<file path="config.mk">
export PLATFORM = sky130hd
export DESIGN_NAME = hdc_assoc_search_flat
export DESIGN_NICKNAME = d
export VERILOG_FILES = /design/src/rtl/hdc_assoc_search_if.sv /design/src/rtl/hdc_assoc_search.sv /design/src/flat_wrapper.sv
export SDC_FILE = /design/constraint.sdc
export NUM_CORES = 1
export LEC_CHECK = 0
export CAP_MARGIN = 25
export CORE_ASPECT_RATIO = 2
export CORE_UTILIZATION = 60
export DETAILED_ROUTE_END_ITERATION = 6
export PLACE_DENSITY = 0.86
export SYNTH_ARGS = -nofsm -noshare
export SYNTH_HDL_FRONTEND = slang
export SYNTH_SLANG_ARGS = --single-unit
</file>
<file path="constraint.sdc">
create_clock -name clk -period 26.2 [get_ports clk]
set_input_delay 6.55 -clock clk [delete_from_list [all_inputs] [get_ports clk]]
set_output_delay 6.55 -clock clk [all_outputs]
set_load 0.05 [all_outputs]
</file>
<file path="src/rtl/hdc_assoc_search_if.sv">
// Query/ROM/result bundle for the HDC associative-search stage.
// master: search stage side; slave: query source, ROM and result sink.
interface hdc_assoc_search_if #(
  parameter int FRAME_WIDTH = 64,
  parameter int CLASS_W     = 3,
  parameter int FIDX_W      = 2,
  parameter int DIST_W      = 8
);
  logic                   q_valid;
  logic                   q_ready;
  logic [FRAME_WIDTH-1:0] q_frame;
  logic [CLASS_W-1:0]     frame_id;
  logic [FIDX_W-1:0]      frame_index;
  logic [FRAME_WIDTH-1:0] class_vec_in;
  logic                   res_valid;
  logic                   res_ready;
  logic [CLASS_W-1:0]     res_class;
  logic [DIST_W-1:0]      res_dist;

  modport master (
    input  q_valid, q_frame, class_vec_in, res_ready,
    output q_ready, frame_id, frame_index,
    output res_valid, res_class, res_dist
  );

  modport slave (
    output q_valid, q_frame, class_vec_in, res_ready,
    input  q_ready, frame_id, frame_index,
    input  res_valid, res_class, res_dist
  );
endinterface

</file>
<file path="src/rtl/hdc_assoc_search.sv">
// Buffers a query hypervector, sweeps class_vec_gen, reports min-Hamming class.
// Ports: clk, rst (sync, active-high), bus (hdc_assoc_search_if.master).
module hdc_assoc_search #(
  parameter int FRAME_WIDTH = 64,
  parameter int NUM_FRAMES  = 3,
  parameter int NUM_CLASSES = 8,
  parameter int CLASS_W     = 3,
  parameter int FIDX_W      = 2,
  parameter int DIST_W      = 8
) (
  input logic              clk,
  input logic              rst,
  hdc_assoc_search_if.master bus
);

  typedef enum logic [1:0] {
    S_LOAD,
    S_SEARCH,
    S_DONE
  } state_t;

  localparam logic [FIDX_W-1:0] LAST_F =
    FIDX_W'(NUM_FRAMES - 1);
  localparam logic [CLASS_W-1:0] LAST_C =
    CLASS_W'(NUM_CLASSES - 1);

  state_t                 r_state;
  state_t                 w_next;
  logic [FIDX_W-1:0]      r_load_cnt;
  logic [FRAME_WIDTH-1:0] r_qbuf [NUM_FRAMES];
  logic [CLASS_W-1:0]     r_cls;
  logic [FIDX_W-1:0]      r_fidx;
  logic [DIST_W-1:0]      r_acc;
  logic [DIST_W-1:0]      r_best_dist;
  logic [CLASS_W-1:0]     r_best_class;

  logic [FRAME_WIDTH-1:0] w_x;
  logic [DIST_W-1:0]      w_pop;
  logic [DIST_W-1:0]      w_dist;
  logic                   w_last_f;
  logic                   w_q_acc;

  assign w_last_f = (r_fidx == LAST_F);
  assign w_q_acc  = (r_state == S_LOAD) &&
                    bus.q_valid && !rst;

  // ROM data arrives in the same cycle as the address.
  always_comb begin
    w_x   = r_qbuf[r_fidx] ^ bus.class_vec_in;
    w_pop = '0;
    for (int i = 0; i < FRAME_WIDTH; i++)
      w_pop = w_pop + DIST_W'(w_x[i]);
    w_dist = r_acc + w_pop;
  end

  always_ff @(posedge clk) begin
    if (rst) r_state <= S_LOAD;
    else     r_state <= w_next;
  end

  always_comb begin
    w_next = r_state;
    unique case (r_state)
      S_LOAD:
        if (bus.q_valid && r_load_cnt == LAST_F)
          w_next = S_SEARCH;
      S_SEARCH:
        if (r_cls == LAST_C && w_last_f)
          w_next = S_DONE;
      S_DONE:
        if (bus.res_ready)
          w_next = S_LOAD;
      default: w_next = S_LOAD;
    endcase
  end

  // Outputs are forced low during reset so nothing
  // leaks out before the state register settles.
  always_comb begin
    bus.q_ready     = 1'b0;
    bus.frame_id    = '0;
    bus.frame_index = '0;
    bus.res_valid   = 1'b0;
    bus.res_class   = '0;
    bus.res_dist    = '0;
    if (!rst) begin
      unique case (r_state)
        S_LOAD: bus.q_ready = 1'b1;
        S_SEARCH: begin
          bus.frame_id    = r_cls;
          bus.frame_index = r_fidx;
        end
        S_DONE: begin
          bus.res_valid = 1'b1;
          bus.res_class = r_best_class;
          bus.res_dist  = r_best_dist;
        end
        default: ;
      endcase
    end
  end

  always_ff @(posedge clk) begin
    if (w_q_acc)
      r_qbuf[r_load_cnt] <= bus.q_frame;
  end

  always_ff @(posedge clk) begin
    if (rst) begin
      r_load_cnt   <= '0;
      r_cls        <= '0;
      r_fidx       <= '0;
      r_acc        <= '0;
      r_best_dist  <= '0;
      r_best_class <= '0;
    end else begin
      unique case (r_state)
        S_LOAD: begin
          if (bus.q_valid) begin
            r_load_cnt <= r_load_cnt + FIDX_W'(1);
            if (r_load_cnt == LAST_F) begin
              r_cls        <= '0;
              r_fidx       <= '0;
              r_acc        <= '0;
              r_best_dist  <= '1;
              r_best_class <= '0;
            end
          end
        end
        S_SEARCH: begin
          if (!w_last_f) begin
            r_acc  <= w_dist;
            r_fidx <= r_fidx + FIDX_W'(1);
          end else begin
            // Strict compare: ties keep the lower class.
            if (w_dist < r_best_dist) begin
              r_best_dist  <= w_dist;
              r_best_class <= r_cls;
            end
            r_acc  <= '0;
            r_fidx <= '0;
            r_cls  <= r_cls + CLASS_W'(1);
          end
        end
        S_DONE: begin
          if (bus.res_ready)
            r_load_cnt <= '0;
        end
        default: ;
      endcase
    end
  end

endmodule

</file>
<file path="src/flat_wrapper.sv">
// flat-port wrapper written by rule: the top's interface ports become plain ports
module hdc_assoc_search_flat 
#(
  parameter int FRAME_WIDTH = 64,
  parameter int NUM_FRAMES  = 3,
  parameter int NUM_CLASSES = 8,
  parameter int CLASS_W     = 3,
  parameter int FIDX_W      = 2,
  parameter int DIST_W      = 8
)
  (clk, rst, bus_q_valid, bus_q_frame, bus_class_vec_in, bus_res_ready, bus_q_ready, bus_frame_id, bus_frame_index, bus_res_valid, bus_res_class, bus_res_dist);
  hdc_assoc_search_if #(.FRAME_WIDTH(FRAME_WIDTH), .CLASS_W(CLASS_W), .FIDX_W(FIDX_W), .DIST_W(DIST_W)) bus_i ();
  input logic clk;
  input logic rst;
  input wire logic [$bits(bus_i.q_valid)-1:0] bus_q_valid;
  input wire logic [$bits(bus_i.q_frame)-1:0] bus_q_frame;
  input wire logic [$bits(bus_i.class_vec_in)-1:0] bus_class_vec_in;
  input wire logic [$bits(bus_i.res_ready)-1:0] bus_res_ready;
  output wire logic [$bits(bus_i.q_ready)-1:0] bus_q_ready;
  output wire logic [$bits(bus_i.frame_id)-1:0] bus_frame_id;
  output wire logic [$bits(bus_i.frame_index)-1:0] bus_frame_index;
  output wire logic [$bits(bus_i.res_valid)-1:0] bus_res_valid;
  output wire logic [$bits(bus_i.res_class)-1:0] bus_res_class;
  output wire logic [$bits(bus_i.res_dist)-1:0] bus_res_dist;
  assign bus_i.q_valid = bus_q_valid;
  assign bus_i.q_frame = bus_q_frame;
  assign bus_i.class_vec_in = bus_class_vec_in;
  assign bus_i.res_ready = bus_res_ready;
  assign bus_q_ready = bus_i.q_ready;
  assign bus_frame_id = bus_i.frame_id;
  assign bus_frame_index = bus_i.frame_index;
  assign bus_res_valid = bus_i.res_valid;
  assign bus_res_class = bus_i.res_class;
  assign bus_res_dist = bus_i.res_dist;
  hdc_assoc_search #(.FRAME_WIDTH(FRAME_WIDTH), .NUM_FRAMES(NUM_FRAMES), .NUM_CLASSES(NUM_CLASSES), .CLASS_W(CLASS_W), .FIDX_W(FIDX_W), .DIST_W(DIST_W)) u_core (.clk(clk), .rst(rst), .bus(bus_i));
endmodule
</file>
Word level (Yosys, flattened, before mapping)

Memories as Yosys holds them, arrays and structs flattened. A register that Yosys moved wholly into a read port is not among the register bits.
Index checks and enable logic that the tools add are counted.

Register bits after elaboration: 28
Latch bits: 0
Bits in writable memories: 192
Memory bits (read-only): 0
Input bits: 132
Output and inout bits: 18
Logic and storage cells: 144
Memories kept: 1

Memory list:

| name          | words | width | read ports | clocked after memory_dff | wr ports | line                   | RTL |
|---|---|---|---|---|---|---|---|
| u_core.r_qbuf | 3     | 64    | 1          | 1                        | 1        | hdc_assoc_search.sv:30 | `logic [FRAME_WIDTH-1:0] r_qbuf [NUM_FRAMES];` |

Add/subtract/negate cells: 67
Multiply operators: 0
Div/mod/pow operators: 0
Magnitude comparators: 1
Equal/unequal tests: 12
Shifts and indexed selects: 0
Multiplexer cells: 42
Bitwise operators: 1
Reduce and logical (&&, ||, !) cells: 13

Operators with widths:

| operator            | count |
|---|---|
| $add 8x1->8         | 62 |
| $mux 8              | 9 |
| $xor 64x64->64      | 1 |
| $pmux 8 s2          | 2 |
| $mux 3              | 9 |
| $mux 2              | 11 |
| $pmux 3 s2          | 2 |
| $reduce_and 3->1    | 3 |
| $add 8x8->8         | 1 |
| $lt 8x8->1          | 1 |
| $ne 2x2->1 const B  | 4 |
| $pmux 2 s2          | 2 |
| $eq 2x2->1 const B  | 3 |
| $mux 1              | 6 |
| $ne 2x1->1 const B  | 3 |
| $pmux 2 s3          | 1 |
| $reduce_and 5->1    | 1 |
| $add 2x1->2 const B | 2 |
| $logic_and 1x1->1   | 4 |
| $reduce_and 4->1    | 1 |
| $reduce_bool 2->1   | 2 |
| $add 3x1->3 const B | 1 |
| $eq 3x3->1 const B  | 1 |
| $add 1x1->2         | 1 |
| other kinds (3)     | 3 |

Longest topological paths before layout

Gate-level depths: netlist (run 1).

Depth in word-level cells: 69
Gate-level depth with buffers: 32
Mapped depth without buffers: 29

Least setup slack after synthesis (run 1)

OpenSTA, ideal clock, no wires.

Path kind: input -> output
Start: input rst
End: output bus_res_dist[1]
Arrival time: 7.990 ns
Data required time: 19.650 ns
Slack: 11.660 ns
Stages on the path: 3
Buffers on the path: 2
Cells stage by stage: clkbuf_8 > clkbuf_1 > nor3_1

Longest elaborated chain between the ends: 1

Ends and longest elaborated chain:

| what        | line                   | RTL |
|---|---|---|
| from (decl) | flat_wrapper.sv:14     | `input logic rst;` |
| $mux 8      | hdc_assoc_search.sv:86 | `if (!rst) begin` |
| to (decl)   | flat_wrapper.sv:24     | `output wire logic [$bits(bus_i.res_dist)-1:0] bus_res_dist;` |

Every way passes these cells.

Worst setup path in the final report (run 1)

Start: input rst
End: output bus_q_ready

Longest elaborated chain between the ends: 1

Ends and longest elaborated chain:

| what      | line                   | RTL |
|---|---|---|
| $mux 1    | hdc_assoc_search.sv:86 |  |
| to (decl) | flat_wrapper.sv:19     | `output wire logic [$bits(bus_i.q_ready)-1:0] bus_q_ready;` |

Every way passes these cells.

==> flow_summary_export.csv, run 1 <==
group,metric,value,unit
clocking,root_buffer,"clkbuf_16",
floorplan,rows,70,
setup_path,reg2reg_slack,16.44,ns
timing,relSlewSlack,36.7,%
timing,fmax,66.3,MHz
placed_design,dp.cells,1163,
status,status,"completed",
detailed_routing,wl,23.5,mm
detailed_routing,wire_per_inst,19.6,um
timing,fin_crit_sh,57.6,%
layout,drive_gt1_share,5.71,%
global_route,grt_pass1_wl,35.9,mm
detailed_routing,first_iter_violations,284,
detailed_routing,firstDrtPassIters,4,
setup_path,cp.required,19.65,ns
layout,area_growth,20.6,%
clocking,numCtsBuffers,20,
setup_path,end_kind,"output pin",
min_path,hold_class,"register to register",
timing,rsz0062_at_grt,"false",
timing,hold_violations,0,
clocking,cts.sinks,222,
setup_path,arrival,8.54,ns
detailed_routing,routed-via-count,6762,
timing,skew,0.00897,ns
setup_path,cp-start-kind,"input pin",
layout,multi_input_area,4450,um2
logic_synthesis,synth_top_area_cell,"edfxtp_1",
timing,setup_tns,0,ns
logic_synthesis,ys_seq_area_share,56.7,%
logic_synthesis,yosysWarnings,0,
placed_design,dp_hpwl,16.8,mm
layout,register_area,6370,um2
flow_run,cap_violations,0,
clocking,ctsResizeCount,0,
min_path,min_path_cells,2,
layout,fillers,1118,
layout,stdcell_count,1199,
global_route,grt_pass1_vias,7207,
logic_synthesis,yosys.cell_types.count,53,
layout,fin_nets,1200,
floorplan,ios,150,
timing,min_period,15.09,ns
logic_synthesis,syn_nets,1057,
logic_synthesis,synthTopCellsByArea,"edfxtp_1, fa_1, mux2i_1",
global_route,antenna_found_initial,2,
logic_synthesis,synth_top_cell_area_share,51.4,%
timing,worst_slew_pin_slew,0.950,ns
clocking,cts-htree-levels,1,
logic_synthesis,avgSynthCellArea,13.6,um2
setup_path,critPathMaxFanout,39,
global_route,gr-total-overflow,0,
placed_design,port_buffers,149,
detailed_routing,route.antenna.remaining_nets,0,
floorplan,coreArea,18300,um2
logic_synthesis,ys_async_sr_fraction,0,%
setup_path,crit_type,"input pin to output pin",
clocking,clock_latency,0.49,ns
detailed_routing,vias_per_cell,5.64,
floorplan,dieArea,19300,um2
timing,finalSetupViolations,0,
clocking,ctsHoldBuffers,0,
logic_synthesis,synth-main-ff-cell,"edfxtp_1",
placed_design,gp_congestion,0.861,
setup_path,rr_worst_depth,28,
logic_synthesis,synth_seq_cells,222,
clocking,cts_setup_buffers,0,
global_route,grt_max_degree,90,
floorplan,initial_core_util,61.3,%
detailed_routing,post-route-drc-count,0,
setup_path,reg2reg_to,"u_core.r_best_dist[2]$_SDFFE_PP0P_",
global_route,grt_util_all_layers,25.1,%
min_path,whs_endpoint,"u_core.r_best_class[1]$_SDFFE_PP0P_",
logic_synthesis,synth_edf_count,192,
clocking,clockBufferDepth,3,
timing,slew_viol_final,0,
clocking,clk_pin_slew,0.06,ns
clocking,cts_tree,"yes",
logic_synthesis,syn_area,11200,um2
timing,whs,0.461,ns
min_path,min_from,"u_core.r_best_class[1]$_SDFFE_PP0P_",
floorplan,die_y,195,um
floorplan,die_x,98.7,um
logic_synthesis,synth_cells,826,
==> layout by cell type, fill, tap and decap left out, types with 33 or more instances in the layout <==
cell	Yosys	layout
clkdlybuf4s50_1	0	149
edfxtp_1	192	192
fa_1	55	55
ha_1	44	44
inv_1	58	58
mux2i_1	67	67
nand2_1	71	71
nor2_1	33	33
o21ai_0	70	70
xnor2_1	33	33
xor2_1	39	39
==> flip-flops by register name, summed over array words and instances (netlist names), named ones only <==
name	count
u_core.r_qbuf	192
u_core.r_acc	8
u_core.r_best_dist	8
u_core.r_best_class	3
u_core.r_cls	3
u_core.r_fidx	2
u_core.r_load_cnt	2
u_core.r_state	2
==> how the worst max path moves through the flow <==
stage          cells after the start            startpoint                                 end
2_1_floorplan                      3                   rst                     bus_res_dist[1]
3_3_place_gp                       5                   rst                     bus_res_dist[0]
3_5_place_dp                      25  bus_class_vec_in[50]  u_core.r_best_dist[2]$_SDFFE_PP0P_
4_1_cts                            5                   rst                     bus_res_dist[0]
5_1_grt                            4                   rst                         bus_q_ready
6_report                           4                   rst                         bus_q_ready
==> layer usage <==
layer | vias to the layer above | routed length, um | track usage, %
met1 | 3289 | 7610 | 23.6
met2 | 192 | 13500 | 49.0
li1 | 3204 | - | -
met3 | 77 | 742 | 2.76
met5 | - | 0 | 0
met4 | 0 | 1680 | 17.1
==> Yosys cell counts, types with 8 or more instances <==
master    count
ha_1         44
buf_2        10
and2_1        9
clkbuf_1     17
a22oi_1       8
o21ai_0      70
dfxtp_1      30
fa_1         55
inv_1        58
nor3_1       15
nand2_1      71
a21oi_1      10
xor2_1       39
nor2_1       33
edfxtp_1    192
mux2i_1      67
xnor2_1      33
==> area by class of cell <==
type	instances	share of cell area [%]
well taps	216	2.00
flip-flops and latches	222	47.1
diodes	2	0.0370
inverters	58	1.61
repair buffers	155	11.3
clock inverters	10	1.14
clock buffers	24	3.96
multi-input cells	512	32.8
==> cell families (layout without fill, tap and decap cells) <==
logic type	after synthesis	in the layout	synth area share [%]
and+or+nand+nor	155	155	6.39
other	0	2	0
adders and majority gates	99	99	14.7
muxes	69	69	6.18
buffers and inverters	92	247	3.69
AOI/OAI and AO/OA	117	117	6.68
xor gates and xnor gates	72	72	5.62
DFF	222	222	56.7
==> worst max-delay path: stages <==
cell             delay (ns)
clkdlybuf4s50_1        0.40
buf_4                  0.26
nor3_1                 0.42
clkdlybuf4s50_1        0.89
==> through the flow <==
step	utilization [%]	worst slack [ns]	instance area (um2)
after floorplan	-	11.66	11200
after global placement	70.2	11.13	12800
after global routing	74.0	11.03	13500
after detailed placement	70.2	11.09	12800
after CTS	73.9	11.11	13500
final	74.0	11.11	13500
Power of run 1 is left out: the tool's default activity adds up to more than one toggle a clock period on the data nets, which glitch-free logic cannot reach.
==> run 2: changes to the inputs <==
- CORE_UTILIZATION: 60 -> 50
- PLACE_DENSITY: 0.86 -> 0.76
- clock period: 26.2 -> 13.2 ns (I/O delays scaled with it)
==> run 2 against run 1 <==
Net effect: global-route usage down 4.4 points; critical path depth rose by 21; clock skew rose by 0.0023 ns; largest cell class unchanged; routed wire length is 2.9% lower; worst setup slack lost 9.3 ns; via count shrank 2.7%; sequential share of layout area decreased by 0.23 points; die area rose by 20%; non-clock buffer count stayed put; highest routed layer unchanged; design area is 0.49% higher; core utilization shrank 12 points; final cell count up 5.3%.
==> flow_summary_export.csv, run 2 (synthesis gave the netlist of run 1 again) <==
group,metric,value,unit
status,status,"completed",
clocking,ctsHoldBuffers,0,
clocking,cts-htree-levels,1,
timing,setup_tns,0,ns
floorplan,ios,150,
global_route,grt_util_all_layers,20.7,%
clocking,numCtsBuffers,20,
setup_path,critPathMaxFanout,14,
global_route,grt_pass1_wl,35.0,mm
global_route,gr-total-overflow,0,
timing,finalSetupViolations,0,
clocking,clk_pin_slew,0.07,ns
timing,setup_slack,1.83,ns
setup_path,crit_type,"input pin to register",
detailed_routing,wire_per_inst,18.1,um
timing,worst_slew_pin_slew,0.983,ns
flow_run,cap_violations,0,
floorplan,initial_core_util,50.9,%
setup_path,cp-start-kind,"input pin",
placed_design,gp_congestion,0.846,
layout,fin_util,61.7,%
layout,top_register,"u_core.r_qbuf",
placed_design,post-place-ws,1.30,ns
detailed_routing,first_iter_violations,325,
clocking,clock_latency,0.51,ns
layout,fin_nets,1200,
layout,layout_common_cells,"edfxtp_1, clkdlybuf4s50_1, nand2_1",
floorplan,die_x,108,um
placed_design,port_buffers,149,
timing,skew,0.0113,ns
layout,largest_register_ffs,192,
global_route,grt_pass1_vias,6814,
timing,relSlewSlack,34.4,%
timing,fmax,88.0,MHz
floorplan,rows,77,
detailed_routing,wl,22.9,mm
timing,hold_violations,0,
clocking,cts.sinks,222,
timing,rsz0062_at_grt,"false",
clocking,ctsResizeCount,0,
timing,min_period,11.37,ns
global_route,antenna_found_initial,4,
timing,slew_viol_final,0,
floorplan,die_y,214,um
min_path,hold_class,"register to register",
layout,final_common_cell,"edfxtp_1",
placed_design,dp_hpwl,16.7,mm
clocking,root_buffer,"clkbuf_16",
detailed_routing,routed-via-count,6579,
layout,drive_gt1_share,6.10,%
timing,fin_crit_sh,86.1,%
layout,fillers,1719,
clocking,cts_setup_buffers,0,
detailed_routing,vias_per_cell,5.21,
setup_path,end_kind,"register",
floorplan,dieArea,23100,um2
detailed_routing,post-route-drc-count,0,
global_route,grt_max_degree,91,
detailed_routing,firstDrtPassIters,4,
clocking,clockBufferDepth,3,
setup_path,arrival,11.79,ns
layout,top_regs,"u_core.r_qbuf: 192 flops, u_core.r_acc: 8 flops, u_core.r_best_dist: 8 flops",
floorplan,coreArea,22100,um2
detailed_routing,route.antenna.remaining_nets,0,
clocking,cts_tree,"yes",
layout,area_growth,21.2,%
setup_path,cp.required,13.62,ns
run 2: cell type report:
type / count / area (um2) / area share [%]
flip-flops and latches: 222 / 6370 / 46.8
multi-input cells: 512 / 4450 / 32.7
repair buffers: 155 / 1540 / 11.3
clock buffers: 29 / 579 / 4.26
well taps: 276 / 345 / 2.54
inverters: 58 / 218 / 1.60
clock inverters: 7 / 97.6 / 0.717
diodes: 4 / 10.0 / 0.0736
run 2: metal layers:
metal  wire length (um)  GRT usage [%]
met1               7870           20.6
met2              13200           39.7
met3                656           2.52
met4               1090           12.8
met5                  0              0
run 2: path summary, 6_finish.rpt:
path                                       startpoint                             endpoint  slack [ns]  cells past startpoint
setup / recovery                 bus_class_vec_in[50]   u_core.r_best_dist[2]$_SDFFE_PP0P_        1.83                     25
hold / removal    u_core.r_best_class[1]$_SDFFE_PP0P_  u_core.r_best_class[1]$_SDFFE_PP0P_        0.47                      2
hold reg to reg   u_core.r_best_class[1]$_SDFFE_PP0P_  u_core.r_best_class[1]$_SDFFE_PP0P_        0.47                      2
setup reg to reg                             register   u_core.r_best_dist[2]$_SDFFE_PP0P_        3.29                     26
run 2: worst max-delay path: stages:
cell and delay (ns):
clkdlybuf4s50_1 0.47, xor2_1 0.49, fa_1 0.54, fa_1 0.49
fa_1 0.51, inv_1 0.05, fa_1 0.50, fa_1 0.51
inv_1 0.05, fa_1 0.47, inv_1 0.05, fa_1 0.51
fa_1 0.55, inv_1 0.04, ha_1 0.21, fa_1 0.43
a211oi_1 0.33, or4b_1 0.17, o2111ai_1 0.17, ha_1 0.34
o21ai_0 0.24, o22ai_2 0.13, a211oi_4 0.59, mux2_1 0.39
a221oi_2 0.26
run 2: metrics by stage:
stage               cells  hold WS (ns)  area, um2
global placement     1223         0.452      12900
floorplan             826         0.437      11200
detailed placement   1223         0.463      12900
global route         1263         0.491      13600
CTS                  1259         0.474      13600
finish               1263         0.467      13600
Power of run 2 is left out for the same reason.
==> run 3: changes to the inputs <==
--- a/constraint.sdc
+++ b/constraint.sdc
@@ -3,2 +3,2 @@
 set_output_delay 3.3 -clock clk [all_outputs]
-set_load 0.05 [all_outputs]
+set_load 0.01 [all_outputs]
==> results of run 3 <==
The final DEF is identical to that of run 2; final timing and power are the same.
Power of run 3 is left out for the same reason.
